==> src/rtl/up_multicycle_ctrl_pkg.sv <==
// Shared types and constants for the UP multicycle controller:
// FSM states, RV64 opcodes, ALU operation codes and ALU B-mux selects.
package up_ctrl_pkg;

    typedef enum logic [3:0] {
        FETCH,
        DECODE,
        EXEC_R,
        EXEC_I,
        LUI,
        R_WB,
        MEM_ADDR,
        MEM_READ,
        LOAD_WB,
        STORE,
        BRANCH,
        HALT
    } state_t;

    localparam logic [6:0] OP_RTYPE  = 7'b0110011;
    localparam logic [6:0] OP_ITYPE  = 7'b0010011;
    localparam logic [6:0] OP_LOAD   = 7'b0000011;
    localparam logic [6:0] OP_STORE  = 7'b0100011;
    localparam logic [6:0] OP_BRANCH = 7'b1100011;
    localparam logic [6:0] OP_LUI    = 7'b0110111;
    localparam logic [6:0] OP_SYSTEM = 7'b1110011;

    localparam logic [6:0] FUNCT7_SUB = 7'b0100000;
    localparam logic [2:0] F3_BEQ     = 3'b000;
    localparam logic [2:0] F3_BNE     = 3'b001;

    localparam logic [2:0] ALU_PASS = 3'b000;
    localparam logic [2:0] ALU_ADD  = 3'b001;
    localparam logic [2:0] ALU_SUB  = 3'b010;

    localparam logic [1:0] MUXB_REGB   = 2'b00;
    localparam logic [1:0] MUXB_FOUR   = 2'b01;
    localparam logic [1:0] MUXB_IMM    = 2'b10;
    localparam logic [1:0] MUXB_IMMSH1 = 2'b11;

    // beq takes on equal operands (sub result zero), bne on unequal ones.
    function automatic logic branch_taken(input logic [2:0] f3, input logic zero);
        return ((f3 == F3_BEQ) && zero) || ((f3 == F3_BNE) && !zero);
    endfunction

endpackage

==> src/rtl/up_wait_counter.sv <==
// Memory wait counter: counts 0..MEM_WAIT and then holds; done marks the
// cycle in which memory data is valid. A clear restarts it at zero.
module up_wait_counter
    import up_ctrl_pkg::*;
#(
    parameter int unsigned MEM_WAIT = 1
) (
    input  logic clk,
    input  logic rst,
    input  logic clear,
    output logic done
);

    localparam logic [2:0] LAST = 3'(MEM_WAIT);

    logic [2:0] cnt_q;
    logic [2:0] cnt_d;

    always_comb begin
        cnt_d = cnt_q;
        if (clear) begin
            cnt_d = '0;
        end else if (!done) begin
            cnt_d = cnt_q + 3'd1;
        end
    end

    always_ff @(posedge clk or negedge rst) begin
        if (!rst) begin
            cnt_q <= '0;
        end else begin
            cnt_q <= cnt_d;
        end
    end

    assign done = (cnt_q == LAST);

endmodule

==> src/rtl/up_multicycle_ctrl.sv <==
// Multicycle control FSM for the UP datapath (add/sub/addi/ld/sd/beq/bne/lui,
// ebreak and illegal opcodes halt). Moore outputs except branch pc_write.
module up_multicycle_ctrl
    import up_ctrl_pkg::*;
#(
    parameter int unsigned MEM_WAIT = 1
) (
    input  logic       clk,
    input  logic       rst,
    input  logic [6:0] opcode,
    input  logic [2:0] funct3,
    input  logic [6:0] funct7,
    input  logic       alu_zero,
    output logic       pc_write,
    output logic       ir_write,
    output logic       instr_mem_wr,
    output logic       data_mem_wr,
    output logic       sel_mux_a,
    output logic [1:0] sel_mux_b,
    output logic       sel_mux_mem,
    output logic       sel_mux_pc,
    output logic [2:0] alu_op,
    output logic       reg_write,
    output logic       load_a,
    output logic       load_b,
    output logic       load_mdr,
    output logic       load_aluout,
    output logic       exit_state
);

    state_t state_q;
    state_t state_d;
    logic   wait_done;
    logic   wait_clear;

    assign wait_clear   = (state_d != state_q);
    assign instr_mem_wr = 1'b0;

    up_wait_counter #(.MEM_WAIT(MEM_WAIT)) u_wait (
        .clk  (clk),
        .rst  (rst),
        .clear(wait_clear),
        .done (wait_done)
    );

    always_ff @(posedge clk or negedge rst) begin
        if (!rst) begin
            state_q <= FETCH;
        end else begin
            state_q <= state_d;
        end
    end

    // LUI is computed as regA + imm: the datapath reads x0 into regA for U-type
    // instructions and the immediate generator supplies imm[31:12] << 12.
    always_comb begin
        state_d     = state_q;
        pc_write    = 1'b0;
        ir_write    = 1'b0;
        data_mem_wr = 1'b0;
        sel_mux_a   = 1'b0;
        sel_mux_b   = MUXB_REGB;
        sel_mux_mem = 1'b0;
        sel_mux_pc  = 1'b0;
        alu_op      = ALU_PASS;
        reg_write   = 1'b0;
        load_a      = 1'b0;
        load_b      = 1'b0;
        load_mdr    = 1'b0;
        load_aluout = 1'b0;
        exit_state  = 1'b0;
        case (state_q)
            FETCH: begin
                sel_mux_b = MUXB_FOUR;
                alu_op    = ALU_ADD;
                if (wait_done) begin
                    ir_write = 1'b1;
                    pc_write = 1'b1;
                    state_d  = DECODE;
                end
            end
            DECODE: begin
                load_a      = 1'b1;
                load_b      = 1'b1;
                sel_mux_b   = MUXB_IMMSH1;
                alu_op      = ALU_ADD;
                load_aluout = 1'b1;
                case (opcode)
                    OP_RTYPE:          state_d = EXEC_R;
                    OP_ITYPE:          state_d = EXEC_I;
                    OP_LOAD, OP_STORE: state_d = MEM_ADDR;
                    OP_BRANCH:         state_d = BRANCH;
                    OP_LUI:            state_d = LUI;
                    default:           state_d = HALT;
                endcase
            end
            EXEC_R: begin
                sel_mux_a   = 1'b1;
                alu_op      = (funct7 == FUNCT7_SUB) ? ALU_SUB : ALU_ADD;
                load_aluout = 1'b1;
                state_d     = R_WB;
            end
            EXEC_I, LUI: begin
                sel_mux_a   = 1'b1;
                sel_mux_b   = MUXB_IMM;
                alu_op      = ALU_ADD;
                load_aluout = 1'b1;
                state_d     = R_WB;
            end
            R_WB: begin
                sel_mux_a = 1'b1;
                alu_op    = ALU_ADD;
                reg_write = 1'b1;
                state_d   = FETCH;
            end
            MEM_ADDR: begin
                sel_mux_a   = 1'b1;
                sel_mux_b   = MUXB_IMM;
                alu_op      = ALU_ADD;
                load_aluout = 1'b1;
                state_d     = (opcode == OP_LOAD) ? MEM_READ : STORE;
            end
            MEM_READ: begin
                if (wait_done) begin
                    load_mdr = 1'b1;
                    state_d  = LOAD_WB;
                end
            end
            LOAD_WB: begin
                reg_write   = 1'b1;
                sel_mux_mem = 1'b1;
                state_d     = FETCH;
            end
            STORE: begin
                data_mem_wr = 1'b1;
                state_d     = FETCH;
            end
            BRANCH: begin
                sel_mux_a  = 1'b1;
                alu_op     = ALU_SUB;
                sel_mux_pc = 1'b1;
                pc_write   = branch_taken(funct3, alu_zero);
                state_d    = FETCH;
            end
            HALT: begin
                exit_state = 1'b1;
            end
            default: state_d = HALT;
        endcase
        // Outputs drop to zero as soon as reset is asserted, before any clock edge.
        if (!rst) begin
            pc_write    = 1'b0;
            ir_write    = 1'b0;
            data_mem_wr = 1'b0;
            sel_mux_a   = 1'b0;
            sel_mux_b   = MUXB_REGB;
            sel_mux_mem = 1'b0;
            sel_mux_pc  = 1'b0;
            alu_op      = ALU_PASS;
            reg_write   = 1'b0;
            load_a      = 1'b0;
            load_b      = 1'b0;
            load_mdr    = 1'b0;
            load_aluout = 1'b0;
            exit_state  = 1'b0;
        end
    end

endmodule

==> config.mk <==
export PLATFORM = sky130hd
export DESIGN_NAME = up_multicycle_ctrl
export DESIGN_NICKNAME = d
export VERILOG_FILES = /design/src/rtl/up_multicycle_ctrl_pkg.sv /design/src/rtl/up_wait_counter.sv /design/src/rtl/up_multicycle_ctrl.sv
export SDC_FILE = /design/constraint.sdc
export NUM_CORES = 1
export LEC_CHECK = 0
export BUFFER_PORTS_ARGS = -buffer_cell sky130_fd_sc_hd__buf_4
export CAP_MARGIN = 20
export CORE_MARGIN = 3
export CORE_UTILIZATION = 35
export DETAILED_ROUTE_END_ITERATION = 8
export GPL_ROUTABILITY_DRIVEN = 0
export GPL_TIMING_DRIVEN = 0
export PLACE_DENSITY = 0.65
export SLEW_MARGIN = 20
export SYNTH_ARGS = -nofsm -noshare
export SYNTH_HDL_FRONTEND = slang
export SYNTH_SLANG_ARGS = --single-unit
==> constraint.sdc <==
create_clock -name clk -period 1.8 [get_ports clk]
set_clock_uncertainty 0.05 [all_clocks]
set_input_delay 0.09 -clock clk [delete_from_list [all_inputs] [get_ports clk]]
set_output_delay 0.09 -clock clk [all_outputs]
set_load 0.1 [all_outputs]
==> summary.txt <==
Critical path
  • Worst path required time: between 1500 and 2000 ps
  • Number of cell instances on the worst register-to-register path: 8
  • Critical path fanouts, max: 10
  • Critical Path Source Type: flop
  • Worst setup path startpoint: state_q[2]$_DFF_PN0_
  • Worst r2r dst: u_wait.cnt_q[1]$_DFFE_PN0P_
  • CP Capture Type: output pin
  • Source of the worst register-to-register timing path: u_wait.cnt_q[1]$_DFFE_PN0P_
  • Data arrival time at the worst-slack endpoint: between 1500 and 2000 ps
  • Reg2reg setup slack: -10 ps
  • Worst setup path category: flop to output pin

Final layout
  • Share of cells above drive strength 1: 0.590
  • Fill cell total of the finished layout: 180
  • Antenna diodes: 0
  • Number of nets in the final layout: 211
  • Area Growth Syn to Fin: 90.3%
  • Final non-filler cell area: 1840 µm²
  • Number of standard cells in the layout, taps in and fillers out: 218
  • Fraction of the core area covered by cells at the end of the flow: 0.723

Global route
  • Global-route congestion overflow total: 0
  • Antenna violations before repair: 0
  • Largest net degree at the start of global routing: 11
  • Wire length of the first global-routing pass: 5460 µm
  • Vias in the first global route: approximately 1100
  • GRT Total Usage: 0.205

Route
  • Total wire length: 3580 µm
  • Detailed-routing iteration count for the pre-antenna-repair pass: 4
  • Via density per instance: 5.73
  • Number of nets with antenna violations after routing: 0
  • Iteration-0 DRC Markers: 34
  • Total DRC errors in the routed layout: 0
  • Number of vias after detailed routing: 1249
  • Wire per inst: 16.4 µm

Synthesis
  • Library cell occupying the most area in the post-synthesis netlist: dfrtp_1
  • Most instantiated library cell after synthesis: nand2_1
  • Synth unique cells: 51
  • Number of standard cells after synthesis: 132
  • Fraction of the mapped netlist area in simple logic gates: 0.369
  • Post-synthesis share of cell area spent on xor and xnor gates: 0.0181
  • Most common flop cell mapped by yosys: dfrtp_1
  • Post-synthesis compound-gate area fraction: 0.298
  • Top area cells in the synthesized netlist: dfrtp_1 18%, a21oi_1 5.7%, buf_4 5.4%
  • Main combinational cell family by area after synthesis: simple AND/OR/NAND/NOR gates
  • Proportion of synthesized chip area in sequential cells: 0.181
  • Post-synth EDFFs: 0
  • Adder and majority cell fraction of the synthesized area: 0.0259
  • Top cells by instance count after synthesis: 13 x nand2_1, 11 x a21oi_1, 10 x nor2_1
  • FF+latch count, synth: 7
  • Fraction of registers with async set/reset: 1.00
  • Area share of the leading cell type in the synthesized netlist: 0.181
  • Mapped cell area: 967 µm²
  • Fraction of synthesized area in multiplexers: 0.0116
  • Mean instance size in the synthesized netlist: 7.33 µm²
  • YS warnings: 0

Floorplanning
  • Row cnt: 18
  • DIE AREA: 3430 µm²
  • Die height: 58.6 µm
  • Std-Cell Core Area: 2540 µm²
  • Starting Density: 0.380
  • Die Wd: 58.6 µm
  • Number of ports placed on the die boundary: 38

Power
  • Lkg Pwr: about 0.78 nW
  • Final Total Pwr: a little over 0.4 mW
  • Ratio of total power to cell area: 222 nW/µm²
  • Worst-case vdd ir drop: 0.385 mV

STA
  • Setup TNS Final: -50.2 ps
  • Final setup violating endpoints: 4
  • Final critical-path share of the clock period: 1.01
  • Number of failing hold endpoints at the final stage: 0
  • RSZ-0062 raised after global routing: yes
  • Worst slew margin relative to its limit: 0.662
  • Achievable Freq: 0.547 GHz
  • Post-layout minimum cycle time: 1830 ps
  • Worst Hold Slack: 326 ps
  • Least setup slack across all paths after layout: -26.7 ps
  • Final count of pins violating max slew: 0
  • Tightest Pin Transition: between 500 and 600 ps

Clock network
  • Clk Tree Root Cell: clkbuf_4
  • Clk buf depth: 2
  • Clock insertion delay at the later pin of the skew report: between 200 and 300 ps
  • TritonCTS Buffers: 3
  • Num Clock Sinks: 7
  • H-Tree Depth: 1
  • TritonCTS clock tree: yes
  • Register clock-pin slew on the reported worst setup and hold paths: 60 ps

Job
  • Max-cap violations: 0

Placed design
  • Port bufs: 35
  • Number of placed cells counting well taps: 198
  • Worst setup timing slack at the placement stage: -269 ps
  • DP Area: around 1400 µm²
  • HPWL after DPL: between 2000 and 2500 µm

Status
  • Status: complete, but fails checks
  • Violations in the final reports: setup timing

Min path
  • Worst hold path class: input pin to asynchronous set/reset pin
-- cell families after synthesis --
kind of cell,after synthesis
AND/OR/NAND/NOR,64
AO/OA/AOI/OAI,39
buffers and inverters,16
flip-flops,7
adder cells (fa/ha/maj),2
XOR/XNOR,2
other,1
multiplexers,1
-- registers in the layout (all words and copies together) (netlist names) --
register / cells
state_q: 4
u_wait.cnt_q: 3
-- routing by layer --
layer | wire [µm] | GRT usage | vias up
met2 | 1790 | 0.346 | 63
met1 | 1490 | 0.269 | 582
met3 | 234 | 0.0417 | 8
met4 | 69 | 0.0430 | 0
met5 | 0 | 0 | -
li1 | - | - | 596
-- final cells by class --
type / count / area, µm² / share of cell area
timing repair buffer: 51 / 472 / 0.256
multi-input combinational: 110 / 940 / 0.511
tap: 30 / 37.5 / 0.0204
clock buffer: 4 / 26.3 / 0.0143
buffer: 13 / 168 / 0.0911
sequential: 7 / 178 / 0.0965
inverter: 3 / 20.0 / 0.0109
-- report_power, final --
| part | internal (mW) | switching (mW) | leakage (nW) | total (mW) |
|---|---|---|---|---|
| clock | 0.0847 | 0.0598 | 0.0150 | 0.145 |
| combinational | 0.0461 | 0.0609 | 0.690 | 0.107 |
| sequential | 0.158 | 0 | 0.0763 | 0.158 |
| total | 0.288 | 0.121 | 0.781 | 0.409 |
-- placed cells by master (no fill, tap or decap), drive strengths merged, types with 2 or more instances in the layout --
cell type,synthesis,final
nor3b,2,2
clkbuf,4,8
dfrtp,7,7
a211oi,3,3
nor2,11,11
nand2b,8,8
nor2b,3,3
nand2,13,13
and2,2,2
o31ai,4,4
nor4b,3,3
conb,1,2
buf,9,59
ha,2,2
a21oi,11,11
nand3b,2,2
nand3,6,6
o21ai,4,4
nor3,8,8
o22ai,2,2
-- worst max path at each step --
stage                   to  slack [ps]
2_1_floorplan     pc_write       -1300
3_3_place_gp     alu_op[0]        -290
3_5_place_dp     alu_op[0]        -270
4_1_cts          alu_op[0]          -9
5_1_grt        load_aluout        -100
6_report       load_aluout         -30
-- critical path, cell delays in order (launching register included) --
cell and delay, ps:
dfrtp_1 310, buf_4 170, buf_6 180, nor2_2 80
or2_2 290, a21oi_2 180, buf_8 220
-- what timing repair did --
item / 4_1_cts / 5_1_grt
endpoints found under the hold margin: 7 / 0
resized for setup: 40 / 20
hold buffers: 1 / 0
pin swaps: 5 / 3
endpoints found under the setup margin: 17 / 17
buffers inserted: 4 / 10
cloned: 0 / 1
Power figures use the tool's default switching activity.
